### src/rtl/controller_fsm_rx.sv
// Purpose : receive-side controller; decodes UART RX bytes into write/read/ALU frames and drives RF/ALU strobes.
// Latency : every strobe and its data appear exactly one cycle after the RX_D_VLD cycle that causes them.
// Backpr. : none; bytes are accepted on any cycle except ALU_HOLD, where an arriving byte is dropped with FRAME_ERR.
//
// Ports:
//   CLK, RST            clock, asynchronous active-low reset
//   RX_P_Data, RX_D_VLD received byte and its one-cycle strobe
//   RF_Address, RF_WrData, RF_WrEn, RF_RdEn   register-file access (data held between strobes)
//   ALU_FUN, ALU_EN, CLK_GATE_EN              ALU function, execute strobe, gated-clock enable
//   FRAME_ERR           one-cycle pulse on unknown command, byte during ALU_HOLD, or inter-byte timeout
module controller_fsm_rx #(
    parameter int DATA_WIDTH     = 8,
    parameter int ADDR_WIDTH     = 4,
    parameter int FUN_WIDTH      = 4,
    parameter int TIMEOUT_CYCLES = 1024
) (
    input  logic                  CLK,
    input  logic                  RST,
    input  logic [DATA_WIDTH-1:0] RX_P_Data,
    input  logic                  RX_D_VLD,
    output logic [ADDR_WIDTH-1:0] RF_Address,
    output logic [DATA_WIDTH-1:0] RF_WrData,
    output logic                  RF_WrEn,
    output logic                  RF_RdEn,
    output logic [FUN_WIDTH-1:0]  ALU_FUN,
    output logic                  ALU_EN,
    output logic                  CLK_GATE_EN,
    output logic                  FRAME_ERR
);

    localparam int CNT_W = $clog2(TIMEOUT_CYCLES);
    localparam logic [CNT_W-1:0] CNT_LAST = CNT_W'(TIMEOUT_CYCLES - 1);

    localparam logic [DATA_WIDTH-1:0] CMD_WR     = DATA_WIDTH'(8'hAA);
    localparam logic [DATA_WIDTH-1:0] CMD_RD     = DATA_WIDTH'(8'hBB);
    localparam logic [DATA_WIDTH-1:0] CMD_ALU_OP = DATA_WIDTH'(8'hCC);
    localparam logic [DATA_WIDTH-1:0] CMD_ALU_NO = DATA_WIDTH'(8'hDD);

    typedef enum logic [2:0] {
        S_IDLE, S_WR_ADDR, S_WR_DATA, S_RD_ADDR, S_OP_A, S_OP_B, S_ALU_FUN, S_ALU_HOLD
    } state_t;

    state_t                state, state_nxt;
    logic [CNT_W-1:0]      cnt, cnt_nxt;
    logic [ADDR_WIDTH-1:0] addr_lat, addr_lat_nxt;   // write address held between WR_ADDR and WR_DATA
    logic [ADDR_WIDTH-1:0] addr_nxt;
    logic [DATA_WIDTH-1:0] wdat_nxt;
    logic [FUN_WIDTH-1:0]  fun_nxt;
    logic                  wren_nxt, rden_nxt, aluen_nxt, ferr_nxt, gate_nxt;

    always_ff @(posedge CLK or negedge RST) begin
        if (!RST) begin
            state       <= S_IDLE;
            cnt         <= '0;
            addr_lat    <= '0;
            RF_Address  <= '0;
            RF_WrData   <= '0;
            RF_WrEn     <= 1'b0;
            RF_RdEn     <= 1'b0;
            ALU_FUN     <= '0;
            ALU_EN      <= 1'b0;
            CLK_GATE_EN <= 1'b0;
            FRAME_ERR   <= 1'b0;
        end else begin
            state       <= state_nxt;
            cnt         <= cnt_nxt;
            addr_lat    <= addr_lat_nxt;
            RF_Address  <= addr_nxt;
            RF_WrData   <= wdat_nxt;
            RF_WrEn     <= wren_nxt;
            RF_RdEn     <= rden_nxt;
            ALU_FUN     <= fun_nxt;
            ALU_EN      <= aluen_nxt;
            CLK_GATE_EN <= gate_nxt;
            FRAME_ERR   <= ferr_nxt;
        end
    end

    always_comb begin
        state_nxt    = state;
        cnt_nxt      = cnt;
        addr_lat_nxt = addr_lat;
        addr_nxt     = RF_Address;
        wdat_nxt     = RF_WrData;
        fun_nxt      = ALU_FUN;
        wren_nxt     = 1'b0;
        rden_nxt     = 1'b0;
        aluen_nxt    = 1'b0;
        ferr_nxt     = 1'b0;

        // Inter-byte timeout: only mid-frame, and a byte in the expiry cycle wins.
        if (state != S_IDLE && state != S_ALU_HOLD && !RX_D_VLD) begin
            if (cnt == CNT_LAST) begin
                state_nxt = S_IDLE;
                ferr_nxt  = 1'b1;
                cnt_nxt   = '0;
            end else begin
                cnt_nxt = cnt + 1'b1;
            end
        end
        if (RX_D_VLD) begin
            cnt_nxt = '0;
        end

        case (state)
            S_IDLE: begin
                if (RX_D_VLD) begin
                    case (RX_P_Data)
                        CMD_WR:     state_nxt = S_WR_ADDR;
                        CMD_RD:     state_nxt = S_RD_ADDR;
                        CMD_ALU_OP: state_nxt = S_OP_A;
                        CMD_ALU_NO: state_nxt = S_ALU_FUN;
                        default:    ferr_nxt  = 1'b1;
                    endcase
                end
            end
            S_WR_ADDR: begin
                if (RX_D_VLD) begin
                    addr_lat_nxt = RX_P_Data[ADDR_WIDTH-1:0];
                    state_nxt    = S_WR_DATA;
                end
            end
            S_WR_DATA: begin
                if (RX_D_VLD) begin
                    addr_nxt  = addr_lat;
                    wdat_nxt  = RX_P_Data;
                    wren_nxt  = 1'b1;
                    state_nxt = S_IDLE;
                end
            end
            S_RD_ADDR: begin
                if (RX_D_VLD) begin
                    addr_nxt  = RX_P_Data[ADDR_WIDTH-1:0];
                    rden_nxt  = 1'b1;
                    state_nxt = S_IDLE;
                end
            end
            S_OP_A: begin
                if (RX_D_VLD) begin
                    addr_nxt  = '0;
                    wdat_nxt  = RX_P_Data;
                    wren_nxt  = 1'b1;
                    state_nxt = S_OP_B;
                end
            end
            S_OP_B: begin
                if (RX_D_VLD) begin
                    addr_nxt  = ADDR_WIDTH'(1);
                    wdat_nxt  = RX_P_Data;
                    wren_nxt  = 1'b1;
                    state_nxt = S_ALU_FUN;
                end
            end
            S_ALU_FUN: begin
                if (RX_D_VLD) begin
                    fun_nxt   = RX_P_Data[FUN_WIDTH-1:0];
                    aluen_nxt = 1'b1;
                    state_nxt = S_ALU_HOLD;
                end
            end
            S_ALU_HOLD: begin
                // Gives the ALU its execute cycle under the gated clock; a byte here is lost.
                state_nxt = S_IDLE;
                ferr_nxt  = RX_D_VLD;
            end
            default: state_nxt = S_IDLE;
        endcase

        // Gate follows the registered state: high exactly while an ALU frame is in flight.
        gate_nxt = (state_nxt == S_OP_A) || (state_nxt == S_OP_B) ||
                   (state_nxt == S_ALU_FUN) || (state_nxt == S_ALU_HOLD);
    end

endmodule

### config.mk
export PLATFORM = sky130hd
export DESIGN_NAME = controller_fsm_rx
export DESIGN_NICKNAME = d
export VERILOG_FILES = /design/src/rtl/controller_fsm_rx.sv
export SDC_FILE = /design/constraint.sdc
export NUM_CORES = 1
export LEC_CHECK = 0
export BUFFER_PORTS_ARGS = -buffer_cell sky130_fd_sc_hd__buf_2
export CAP_MARGIN = 0
export CORE_MARGIN = 4
export CORE_UTILIZATION = 50
export DETAILED_ROUTE_END_ITERATION = 8
export PLACE_DENSITY_LB_ADDON = 0.2
export SLEW_MARGIN = 25
export SYNTH_ARGS = -nofsm -noshare
export SYNTH_HDL_FRONTEND = slang
export SYNTH_SLANG_ARGS = --single-unit
### constraint.sdc
create_clock -name CLK -period 4.2 [get_ports CLK]
set_clock_uncertainty 0.05 [all_clocks]
set_input_delay 0.63 -clock CLK [delete_from_list [all_inputs] [get_ports CLK]]
set_output_delay 0.63 -clock CLK [all_outputs]
set_load 0.02 [all_outputs]
==> key figures <==
Floorplan
  – Area of the die: 4580 µm²
  – Row count: 21
  – Die outline width: 67.7 µm
  – Starting utilization of the core area: 0.525
  – Core Box Area: 3390 µm²
  – Die Ht: 67.7 µm
  – Io pins: 32

Timing
  – Portion of the clock cycle consumed by the worst path in the final layout: 0.463
  – Final setup violation count: 0
  – Fin Hold WS: 0.327 ns
  – Slew Limit Headroom: 0.464
  – Final max-slew violation count: 0
  – Sum Neg Setup Slack: 0 ns
  – Clock period minus worst slack: 1.94 ns
  – Final Hold Fails: 0
  – Worst Max-Slew Pin Slew: 0.804 ns
  – Highest clock rate: 515 MHz
  – Unrepaired setup endpoints after global routing: no

Route
  – Detail-routed via count per cell: 5.58
  – Via count: 1373
  – Total routed wirelength: 3510 µm
  – DRC errors left: 0
  – Average wire per cell in the routed design: 14.3 µm
  – 1st-pass router iterations: 4
  – Remaining number of nets flagged by the antenna check after routing: 0
  – Initial DRC Count: 69

Finish
  – Share of cells above drive strength 1: 0.275
  – Number of antenna repair diodes: 0
  – Commonest non-fill, non-tap cell in the layout: sky130_fd_sc_hd__dfrtp_1
  – Post-route insts no fill: 246
  – Final Util: 0.592
  – Filler cell count: 300
  – Signed area change from the synthesized netlist to the final layout: 12.9%
  – Commonest cells after routing, fill and taps aside: 37 x sky130_fd_sc_hd__dfrtp_1, 31 x sky130_fd_sc_hd__buf_2, 21 x sky130_fd_sc_hd__nand2_1
  – Number of nets in the finished design: 212

GRT
  – Largest net degree at the start of global routing: 38
  – Overall fraction of global-route tracks in use: 0.187
  – First-pass GRT wire length: 6380 µm
  – Number of global-route vias before repair: 1429
  – Initial antenna violation count: 0
  – Aggregate global routing overflow: 0

Synthesis
  – Cell types occupying the most area after synthesis: sky130_fd_sc_hd__dfrtp_1 52%, sky130_fd_sc_hd__mux2_2 10%, sky130_fd_sc_hd__nand2_1 4.4%
  – Post-Synthesis Cell Area: 1780 µm²
  – Synthesized instance count: 170
  – Number of enable-type register cells in the synthesized netlist: 0
  – Area fraction of the dominant cell type after synthesis: 0.520
  – Library cell with the largest summed area after synthesis: sky130_fd_sc_hd__dfrtp_1
  – Async SR Flop Fraction: 1.00
  – Number of storage elements in the synthesis netlist: 37
  – Yosys Warn Count: 0
  – Avg Cell Area, Syn: 10.5 µm²
  – Proportion of synthesized chip area in sequential cells: 0.520
  – Predominant post-synthesis flop cell: sky130_fd_sc_hd__dfrtp_1
  – Post-Synthesis Net Count: 182
  – Number of distinct standard cells referenced by the synthesized netlist: 40

CTS
  – Root buffer selected by CTS: sky130_fd_sc_hd__clkbuf_4
  – Clock transition at the registers of the reported paths: 0.10 ns
  – TritonCTS Buffers: 5
  – Number of cells upsized or downsized after cts: 0
  – Postcts setup bufs: 0
  – Number of buffers on the longest clock path: 2
  – Source-to-sink clock delay at the later pin of the worst-skew pair: 0.33 ns
  – Post-CTS Hold Fix Bufs: 0
  – Number of levels the H-tree was split into: 2
  – Sink Count: 37
  – TritonCTS clock tree: yes

Placement
  – Port Buffers: 31
  – Post-placement cell count: 239
  – RD Place Congestion: 0.832
  – Post-DP HPWL: 2600 µm

Power
  – Combinational cell fraction of total power: 0.424
  – Net Sw Frac: 0.406
  – Switching power: 0.551 mW
  – Static Leakage: 0.939 nW
  – Design internal power: 0.805 mW
  – Worst-case vdd ir drop: 387 µV
  – Part of the total power dissipated in the clock network: 0.135
  – Ratio of total power to cell area: 676 nW/µm²
  – Sequential share of power: 0.440

Worst setup path
  – Library cell contributing the largest single delay on the critical path: sky130_fd_sc_hd__or3_1
  – Cell breakdown of the critical path: ha_1, nand3_1, or3_1, nor3b_1, mux2_2
  – Startpoint type of the worst setup path: register
  – Worst-path fanout max: 8
  – Critical path endpoint category: register
  – Largest stage delay on the critical path: 0.53 ns
  – Data required time of the critical path: 4.38 ns
  – Arrival time of the worst setup path: 2.12 ns
  – Critical path type: register to register

Status
  – Run status: finished, final reports clean

Worst hold path
  – Class of the most critical hold timing path: primary input to asynchronous set/reset pin

Flow run
  – MaxCap Viol Count: 0
==> stage by stage <==
step	power (mW)	worst slack [ns]	cell area, µm²
after detailed placement	1.19	2.08	1950
after global routing	1.47	2.12	2010
after global placement	1.17	2.20	1950
after CTS	1.37	2.26	2010
final	1.36	2.26	2010
after floorplan	1.01	2.42	1780
==> sequential cells by signal, indices dropped and copies added (netlist names) <==
signal	count
ALU_FUN	4
FRAME_ERR	1
addr_lat	4
CLK_GATE_EN	1
RF_RdEn	1
RF_WrEn	1
cnt	10
RF_Address	4
ALU_EN	1
state	2
RF_WrData	8
==> power by group through the flow <==
stage / registers [mW] / clock network (mW) / logic, mW
global placement: 0.595 / 0 / 0.573
detailed placement: 0.606 / 0 / 0.583
global route: 0.620 / 0.208 / 0.647
finish: 0.597 / 0.184 / 0.576
CTS: 0.599 / 0.191 / 0.585
floorplan: 0.657 / 0 / 0.353
==> cell usage after synthesis, types with 2 or more instances <==
cell type	n
sky130_fd_sc_hd__nand2_1	21
sky130_fd_sc_hd__nand3_1	9
sky130_fd_sc_hd__nor2_1	14
sky130_fd_sc_hd__and2_1	2
sky130_fd_sc_hd__clkbuf_1	6
sky130_fd_sc_hd__nor4bb_1	2
sky130_fd_sc_hd__dfrtp_1	37
sky130_fd_sc_hd__nand2b_1	2
sky130_fd_sc_hd__xnor2_1	4
sky130_fd_sc_hd__or3_1	5
sky130_fd_sc_hd__mux2_2	16
sky130_fd_sc_hd__inv_1	2
sky130_fd_sc_hd__nor4_1	2
sky130_fd_sc_hd__xor2_1	2
sky130_fd_sc_hd__o21ai_0	6
sky130_fd_sc_hd__a31oi_1	5
sky130_fd_sc_hd__a21oi_1	6
sky130_fd_sc_hd__nor3_1	2
sky130_fd_sc_hd__o211ai_1	2
sky130_fd_sc_hd__and3_1	5
==> per-layer routing <==
| layer | vias to the layer above | track usage | share of wire |
|---|---|---|---|
| met5 | - | 0 | 0 |
| met4 | 0 | 0.0734 | 0.013 |
| met3 | 5 | 0.0616 | 0.047 |
| met2 | 33 | 0.329 | 0.53 |
| met1 | 667 | 0.206 | 0.41 |
| li1 | 668 | - | - |
==> final timing paths <==
check	start	endpoint	slack, ns	cells after the start
worst max-delay path	cnt[0]$_DFFE_PN0P_	cnt[0]$_DFFE_PN0P_	2.26	5
worst min-delay path	RST	cnt[7]$_DFFE_PN0P_	0.33	1
worst max register to register	cnt[0]$_DFFE_PN0P_	cnt[0]$_DFFE_PN0P_	2.26	5
worst min register to register	RF_Address[1]$_DFFE_PN0P_	RF_Address[1]$_DFFE_PN0P_	0.44	2
max in group asynchronous	RST	RF_Address[0]$_DFFE_PN0P_	3.27	1
min in group CLK	RF_Address[1]$_DFFE_PN0P_	RF_Address[1]$_DFFE_PN0P_	0.44	2
==> cell families (layout without fill, tap and decap cells) <==
group | after synthesis | count (layout) | synth area share
simple gates | 74 | 74 | 0.221
flops | 37 | 37 | 0.520
compound gates | 24 | 24 | 0.0830
mux | 18 | 18 | 0.113
buf+inv | 10 | 40 | 0.0260
xor+xnor | 6 | 6 | 0.0295
fa+ha+maj | 1 | 1 | 0.00703
==> cell type report <==
cell class	count	area (µm²)	share of cell area
timing repair buffer	31	155	0.0773
clock buffer	7	55.1	0.0274
sequential	37	926	0.461
multi-input combinational	123	807	0.402
tap	46	57.6	0.0287
inverter	2	7.51	0.00374
==> worst max-delay path: cells and delay by family (launching register included) <==
kind | cells | cell delay, ns
flops | 1 | 0.43
fa+ha+maj | 1 | 0.19
simple gates | 3 | 0.90
mux | 1 | 0.27
(Power assumes the default switching activity.)
